--- config.mk ---
export PLATFORM = sky130hd
export DESIGN_NAME = led_scan_capture
export DESIGN_NICKNAME = d
export VERILOG_FILES = /design/src/rtl/led_scan_capture.sv
export SDC_FILE = /design/constraint.sdc
export NUM_CORES = 1
export LEC_CHECK = 0
export CORE_ASPECT_RATIO = 1.25
export CORE_MARGIN = 2
export CORE_UTILIZATION = 45
export DETAILED_ROUTE_END_ITERATION = 16
export PLACE_DENSITY = 0.73
export SYNTH_ARGS = -nofsm -noshare
export SYNTH_HDL_FRONTEND = slang
export SYNTH_SLANG_ARGS = --single-unit
--- constraint.sdc ---
create_clock -name clk -period 19.6 [get_ports clk]
set_input_delay 3.92 -clock clk [delete_from_list [all_inputs] [get_ports clk]]
set_output_delay 3.92 -clock clk [all_outputs]
set_load 0.02 [all_outputs]
--- src/rtl/led_scan_capture.sv ---
// rtl/led_scan_capture.sv - rebuilds 8x8 red/green frames from row-scan outputs and checks scan order.
// Optional frame_changed compare is built only when LED_SCAN_CAPTURE_CHANGE_EN is defined.
module led_scan_capture #(
  parameter int unsigned TIMEOUT = 1023
) (
  input  logic        clk,
  input  logic        rst,
  input  logic        sample_en,
  input  logic [7:0]  row,
  input  logic [7:0]  r_col,
  input  logic [7:0]  g_col,
  output logic [63:0] frame_r,
  output logic [63:0] frame_g,
  output logic        frame_valid,
  output logic [6:0]  red_count,
  output logic [6:0]  green_count,
  output logic        conflict,
  output logic        seq_err,
  output logic        bad_row,
  output logic        stall,
  output logic        frame_changed
);

  localparam logic SYNC    = 1'b0;
  localparam logic CAPTURE = 1'b1;
  localparam logic [15:0] TIMEOUT_W = 16'(TIMEOUT);

  logic        state;
  logic [2:0]  expected;
  logic [63:0] shadow_r;
  logic [63:0] shadow_g;
  logic [6:0]  acc_r;
  logic [6:0]  acc_g;
  logic        acc_c;
  logic        publish;
  logic [15:0] idle_cnt;

  logic        row_ok;
  logic [2:0]  row_idx;
  logic [3:0]  pc_r;
  logic [3:0]  pc_g;
  logic        pix_conflict;

  function automatic logic [3:0] popcount8(input logic [7:0] v);
    logic [3:0] n;
    n = 4'd0;
    for (int i = 0; i < 8; i++) n = n + {3'b000, v[i]};
    return n;
  endfunction

  always_comb begin
    row_idx = 3'd0;
    row_ok  = (popcount8(~row) == 4'd1);
    for (int i = 0; i < 8; i++) begin
      if (!row[i]) row_idx = i[2:0];
    end
    pc_r         = popcount8(r_col);
    pc_g         = popcount8(g_col);
    pix_conflict = |(r_col & g_col);
  end

  assign stall = (idle_cnt == TIMEOUT_W);

  always_ff @(posedge clk or posedge rst) begin
    if (rst) begin
      state       <= SYNC;
      expected    <= 3'd0;
      shadow_r    <= '0;
      shadow_g    <= '0;
      acc_r       <= '0;
      acc_g       <= '0;
      acc_c       <= 1'b0;
      publish     <= 1'b0;
      idle_cnt    <= '0;
      frame_r     <= '0;
      frame_g     <= '0;
      frame_valid <= 1'b0;
      red_count   <= '0;
      green_count <= '0;
      conflict    <= 1'b0;
      seq_err     <= 1'b0;
      bad_row     <= 1'b0;
    end else begin
      frame_valid <= 1'b0;
      seq_err     <= 1'b0;
      bad_row     <= 1'b0;
      publish     <= 1'b0;

      // Publish reads the pre-edge shadow, so a row 0 landing on this edge is safe.
      if (publish) begin
        frame_r     <= shadow_r;
        frame_g     <= shadow_g;
        red_count   <= acc_r;
        green_count <= acc_g;
        conflict    <= acc_c;
        frame_valid <= 1'b1;
      end

      if (sample_en) begin
        idle_cnt <= '0;
        if (!row_ok) begin
          bad_row  <= 1'b1;
          state    <= SYNC;
          expected <= 3'd0;
          acc_r    <= '0;
          acc_g    <= '0;
          acc_c    <= 1'b0;
        end else if (state == CAPTURE && row_idx == expected) begin
          shadow_r[{row_idx, 3'b000} +: 8] <= r_col;
          shadow_g[{row_idx, 3'b000} +: 8] <= g_col;
          if (expected == 3'd0) begin
            acc_r <= {3'b000, pc_r};
            acc_g <= {3'b000, pc_g};
            acc_c <= pix_conflict;
          end else begin
            acc_r <= acc_r + {3'b000, pc_r};
            acc_g <= acc_g + {3'b000, pc_g};
            acc_c <= acc_c | pix_conflict;
          end
          if (expected == 3'd7) publish <= 1'b1;
          expected <= expected + 3'd1;
        end else if (row_idx == 3'd0) begin
          // Fresh start of a frame, either from SYNC or as an out-of-order restart.
          seq_err  <= (state == CAPTURE);
          shadow_r[7:0] <= r_col;
          shadow_g[7:0] <= g_col;
          acc_r    <= {3'b000, pc_r};
          acc_g    <= {3'b000, pc_g};
          acc_c    <= pix_conflict;
          state    <= CAPTURE;
          expected <= 3'd1;
        end else if (state == CAPTURE) begin
          seq_err  <= 1'b1;
          state    <= SYNC;
          expected <= 3'd0;
        end
      end else if (idle_cnt != TIMEOUT_W) begin
        idle_cnt <= idle_cnt + 16'd1;
        if (idle_cnt + 16'd1 == TIMEOUT_W) begin
          state    <= SYNC;
          expected <= 3'd0;
        end
      end
    end
  end

`ifdef LED_SCAN_CAPTURE_CHANGE_EN
  always_ff @(posedge clk or posedge rst) begin
    if (rst) begin
      frame_changed <= 1'b0;
    end else begin
      frame_changed <= publish && ((shadow_r != frame_r) || (shadow_g != frame_g));
    end
  end
`else
  assign frame_changed = 1'b0;
`endif

endmodule

==> results of run 1 <==
state kept, by name (all words and copies together), names as in the netlist, 3 cells and up:
name         flops
acc_g            7
shadow_g        64
acc_r            7
shadow_r        64
red_count        7
expected         3
idle_cnt        16
frame_g         64
green_count      7
frame_r         64
power by group:
group | total (mW) | switching (mW) | leakage (nW) | internal (mW)
clock | 0.569 | 0.240 | 0.489 | 0.330
combinational | 0.0987 | 0.0644 | 3.63 | 0.0343
sequential | 0.644 | 0.00181 | 4.27 | 0.643
total | 1.31 | 0.306 | 8.39 | 1.01
worst max-delay path, cell delays in order:
cell             delay [ps]
clkdlybuf4s50_1         500
inv_1                    70
fa_1                    450
fa_1                    520
fa_1                    420
ha_1                    220
fa_1                    430
nand2b_1                190
nor3b_2                 460
nor4b_4                 950
nand4b_2                680
mux2_2                  490
path summary, 6_finish.rpt:
| check | cells after the start | slack (ps) | to | startpoint |
|---|---|---|---|---|
| setup / recovery | 12 | 10700 | shadow_g[37]$_DFFE_PP0P_ | row[3] |
| hold / removal | 1 | 490 | shadow_g[12]$_DFFE_PP0P_ | shadow_g[12]$_DFFE_PP0P_ |
| setup reg to reg | 6 | 16340 | shadow_g[37]$_DFFE_PP0P_ | expected[1]$_DFFE_PP0P_ |
| hold reg to reg | 1 | 490 | shadow_g[12]$_DFFE_PP0P_ | shadow_g[12]$_DFFE_PP0P_ |
| max in group asynchronous | 3 | 14180 | acc_g[5]$_DFFE_PP0P_ | rst |
| min in group asynchronous | 2 | 3940 | shadow_r[9]$_DFFE_PP0P_ | rst |
cells by family (layout without fill, tap and decap cells):
| family | Yosys count | count (layout) | share of synthesized area |
|---|---|---|---|
| DFF | 310 | 310 | 0.564 |
| muxes | 282 | 282 | 0.232 |
| and+or+nand+nor | 177 | 177 | 0.0789 |
| buffers and inverters | 97 | 284 | 0.0308 |
| AOI/OAI and AO/OA | 66 | 66 | 0.0351 |
| adders and majority gates | 42 | 42 | 0.0459 |
| xor gates and xnor gates | 20 | 20 | 0.0127 |
| other | 1 | 1 | 0.000273 |
metal layers:
metal | routed length (um) | GRT usage
met1 | 13300 | 0.258
met2 | 16100 | 0.356
met3 | 1170 | 0.0239
met4 | 598 | 0.0454
met5 | 0 | 0
synth_stat cells (8+ instances only):
library cell and n:
inv_1 49, xnor2_1 8, xor2_1 12, mux2i_1 21
ha_1 28, fa_1 14, nor2_1 29, mux2_4 12
dfrtp_1 310, nor3_1 29, o2bb2ai_1 10, and3_1 33
mux2_2 243, a21oi_1 17, clkbuf_1 33, nand2_1 31
metrics by stage:
| step | total power, mW | util | instances | cell area, um2 |
|---|---|---|---|---|
| final | 1.31 | 0.558 | 1583 | 16800 |
| after global routing | 1.37 | 0.558 | 1583 | 16800 |
| after CTS | 1.33 | 0.558 | 1583 | 16800 |
| after detailed placement | 0.757 | 0.525 | 1528 | 15800 |
| after global placement | 0.753 | 0.525 | 1528 | 15800 |
| after floorplan | 0.723 | - | 995 | 13800 |
final cells by class:
| class | count | area [um2] | share of cell area |
|---|---|---|---|
| tap | 401 | 502 | 0.0299 |
| sequential | 310 | 7760 | 0.462 |
| clock buffer | 47 | 905 | 0.0538 |
| timing repair buffer | 178 | 1780 | 0.106 |
| clock inverter | 8 | 80.1 | 0.00476 |
| inverter | 51 | 199 | 0.0118 |
| multi-input combinational | 588 | 5580 | 0.332 |
==> flow_metrics.py, run 1 <==
metrics = {
    "run_status": {
        "outcome": "complete, no violations",
    },
    "global_routing": {
        "grt.overflow.total": 0,
        "grt_pass1_wl_um": 49800,
        "grt_max_degree": 183,
        "antenna_found_initial": 0,
        "grt_pass1_vias": 8731,
        "grt_usage": 0.198,
    },
    "die": {
        "core_um2": 30100,
        "start_util": 0.457,
        "die_w_um": 160,
        "die_y_um": 199,
        "die_area_um2": 32000,
        "rows": 71,
        "io-pin-count": 175,
    },
    "worst_setup_path": {
        "start_kind": "primary input",
        "cp.arrival_ps": 9320,
        "path_max_fanout": 16,
        "critPathKind": "in2reg",
        "worst_setup_path_end_kind": "register",
        "required_ps": 20020,
    },
    "clock_network": {
        "cts.repair.resized": 0,
        "numCtsBuffers": 30,
        "htreeDepth": 1,
        "cts_tree": "done",
        "root_buffer": "clkbuf_16",
        "cts.path.max_buffers": 3,
        "cts_hold_buf": 0,
        "clock_latency_ps": 540,
        "clk_pin_slew_ps": 60,
        "post-cts-setup-buffers": 0,
        "clkSinkCount": 310,
    },
    "final_layout": {
        "final_cell_mix": "309 x dfrtp_1, 243 x mux2_2, 173 x clkdlybuf4s50_1",
        "area_growth_pct": 22.2,
        "drive_above_1_share": 0.278,
        "layout.cells.most_common": "dfrtp_1",
        "nets": 1228,
        "antenna_cells": 0,
        "fillers": 2478,
    },
    "logic_synthesis": {
        "ys_ff_latch": 310,
        "avgSynthCellArea_um2": 13.8,
        "synth_top_cell_by_area": "dfrtp_1",
        "postSynth.asyncResetShare": 1.00,
        "synth-warning-count": 0,
        "syn-num-nets": 1064,
        "seq_area_frac_synth": 0.564,
        "syn_inst": 995,
        "synth_ff_type": "dfrtp_1",
        "syn-cell-area_um2": 13800,
        "synth_edf_count": 0,
        "ys_top_cells_by_area": "dfrtp_1 56%, mux2_2 20%, ha_1 2.5%",
        "yosysTopAreaCellShare": 0.564,
        "ys_types": 67,
    },
    "routing": {
        "route.detailed.wl_per_inst_um": 19.7,
        "routed_wl_um": 31200,
        "ant_nets": 0,
        "dr.pass1.iters": 4,
        "vias_per_cell": 5.29,
        "drc": 0,
        "num_vias": 8378,
        "drt_iter0_drc": 468,
    },
    "min_path": {
        "hp-class": "reg2reg",
    },
    "sta": {
        "hold-worst-slack_ps": 491,
        "setup_tns_ps": 0,
        "slew_headroom": 0.249,
        "fin_skew_ps": 9.49,
        "period_share": 0.454,
        "max_freq_ghz": 0.112,
        "rsz0062_at_grt": "false",
        "tightest_slew_ps": 1130,
        "slew_viol_final": 0,
        "finalSetupViolCount": 0,
        "timing.final.crit_period_ps": 8900,
        "setup_ws_ps": 10700,
        "hold_viol_final": 0,
    },
    "place": {
        "place.gp.congestion": 0.820,
        "io_buffers": 173,
        "dp_hpwl_um": 20900,
        "post-place-ws_ps": 10130,
    },
    "pwr": {
        "vdd_drop_max_v": 0.0000500,
        "power_density_nw_per_um2": 78.1,
        "leakagePower_nw": 8.39,
    },
    "flow_run": {
        "max_cap_violations": 0,
    },
}
(Power assumes the default switching activity.)
==> run 2, diff against run 1 <==
- PLACE_DENSITY: 0.73 -> 0.76
- clock period: 19.6 -> 7.65 ns (I/O delays scaled with it)
==> run 2 against run 1 <==
Against the previous run:
- sequential power increased to 2.6 times the previous value
- largest cell class unchanged
- via count increased by 0.97%
- critical path type unchanged
- clock power increased to 2.7 times the previous value
- critical endpoint is now shadow_g[39]$_DFFE_PP0P_
==> flow_metrics.py, run 2 (synthesis results as in run 1) <==
metrics = {
    "worst_setup_path": {
        "critPathMaxStageDelay_ps": 550,
        "worst_setup_path_end_kind": "register",
        "r2r-start": "expected[0]$_DFFE_PP0P_",
        "path_max_fanout": 16,
        "critPathKind": "in2reg",
        "slowest_stage": "nand4b_2",
        "cp.arrival_ps": 6540,
        "rrSetupSlack_ps": 4820,
        "start_kind": "primary input",
        "r2r-end": "shadow_g[39]$_DFFE_PP0P_",
        "required_ps": 8080,
        "reg2reg_depth": 7,
        "path_common_cell": "fa_1",
        "crit_chain": "clkdlybuf4s50_1 > inv_1 > fa_1 > fa_1 > fa_1 > ha_1 > fa_1 > nand2b_1 > nor3b_2 > nor4b_4 > buf_4 > nand4b_2 > mux2_2",
    },
    "pwr": {
        "clkPwrFrac": 0.444,
        "vdd_drop_max_v": 0.000180,
        "p_sw_uw": 788,
        "power_density_nw_per_um2": 203,
        "p_sw_frac": 0.230,
        "finalPower_mw": 3.43,
        "leakagePower_nw": 8.43,
        "p_int_mw": 2.64,
        "seq_power_share": 0.481,
        "power_frac_comb": 0.075,
    },
    "final_layout": {
        "fillers": 2462,
        "fin_cells": 1590,
        "final_cell_mix": "309 x dfrtp_1, 243 x mux2_2, 173 x clkdlybuf4s50_1",
        "antenna_cells": 0,
        "area_growth_pct": 22.8,
        "drive_above_1_share": 0.283,
        "utilization": 0.561,
        "nets": 1235,
        "stdcell_area_um2": 16900,
        "layout.cells.most_common": "dfrtp_1",
    },
    "sta": {
        "rsz0062_at_grt": "false",
        "tightest_slew_ps": 1120,
        "setup_tns_ps": 0,
        "setup_ws_ps": 1530,
        "max_freq_ghz": 0.164,
        "slew_headroom": 0.254,
        "hold-worst-slack_ps": 498,
        "timing.final.crit_period_ps": 6120,
        "slew_viol_final": 0,
        "fin_skew_ps": 13.7,
        "finalSetupViolCount": 0,
        "period_share": 0.799,
        "hold_viol_final": 0,
    },
    "min_path": {
        "min_path_cells": 1,
        "hp-start": "shadow_g[10]$_DFFE_PP0P_",
        "hp-class": "reg2reg",
        "whs_endpoint": "shadow_g[10]$_DFFE_PP0P_",
    },
    "routing": {
        "vias_per_cell": 5.32,
        "dr.pass1.iters": 4,
        "drt_iter0_drc": 433,
        "routed_wl_um": 31200,
        "num_vias": 8459,
        "drc": 0,
        "ant_nets": 0,
        "route.detailed.wl_per_inst_um": 19.6,
    },
    "place": {
        "place_area_um2": 15900,
        "dp_hpwl_um": 20800,
        "io_buffers": 173,
        "dp_cells": 1535,
        "post-place-ws_ps": 990,
        "place.gp.congestion": 0.809,
    },
    "clock_network": {
        "cts.repair.resized": 0,
        "post-cts-setup-buffers": 0,
        "cts.path.max_buffers": 3,
        "root_buffer": "clkbuf_16",
        "clk_pin_slew_ps": 60,
        "cts_hold_buf": 0,
        "htreeDepth": 1,
        "clkSinkCount": 310,
        "cts_tree": "done",
        "clock_latency_ps": 550,
        "numCtsBuffers": 30,
    },
    "die": {
        "start_util": 0.457,
        "die_y_um": 199,
        "core_um2": 30100,
        "io-pin-count": 175,
        "die_area_um2": 32000,
        "rows": 71,
        "die_w_um": 160,
    },
    "run_status": {
        "outcome": "complete, no violations",
    },
    "global_routing": {
        "grt_pass1_wl_um": 49800,
        "grt_max_degree": 158,
        "antenna_found_initial": 0,
        "grt_usage": 0.198,
        "grt_pass1_vias": 8918,
        "grt.overflow.total": 0,
    },
    "flow_run": {
        "max_cap_violations": 0,
    },
}
[run 2: changes by cell type in the layout (fill, tap and decap cells not counted), moves of 3 or more]
cell        change
buf_4           +7
clkbuf_8        -6
clkinvlp_4      +4
bufinv_16       +3
[run 2: worst max path at each step]
stage,start,to,slack (ps),depth (start not counted)
final,row[3],shadow_g[39]$_DFFE_PP0P_,1530,13
after CTS,row[3],shadow_g[39]$_DFFE_PP0P_,1550,13
after detailed placement,row[3],shadow_r[36]$_DFFE_PP0P_,990,13
after floorplan,rst,acc_c$_DFFE_PP0P_,1990,1
after global routing,row[3],shadow_g[35]$_DFFE_PP0P_,1330,13
after global placement,row[3],shadow_g[37]$_DFFE_PP0P_,1100,13
[run 2: power groups by stage]
stage	combinational (mW)	sequential, mW	clock, mW
after global placement	0.250	1.68	0
after floorplan	0.169	1.68	0
after detailed placement	0.259	1.68	0
final	0.256	1.65	1.52
after global routing	0.291	1.65	1.62
after CTS	0.261	1.65	1.56
[run 2: final cells by class]
type                       instances  area (um2)  share of cell area
clock buffer                      41         843              0.0499
clock inverter                    14         181              0.0107
inverter                          51         195              0.0116
multi-input combinational        588        5580               0.330
sequential                       310        7760               0.459
tap                              401         502              0.0297
timing repair buffer             185        1830               0.109
[run 2: critical path: cells and delay by family]
family | cells | cell delay [ps]
buf+inv | 3 | 860
mux | 1 | 500
simple gates | 4 | 1570
fa+ha+maj | 5 | 2070
[run 2: per-layer routing]
| layer | GRT usage | share of wire | vias to the layer above |
|---|---|---|---|
| li1 | - | - | 3844 |
| met2 | 0.349 | 0.51 | 198 |
| met4 | 0.0691 | 0.033 | 0 |
| met3 | 0.0259 | 0.036 | 67 |
| met1 | 0.253 | 0.42 | 4350 |
| met5 | 0 | 0 | - |
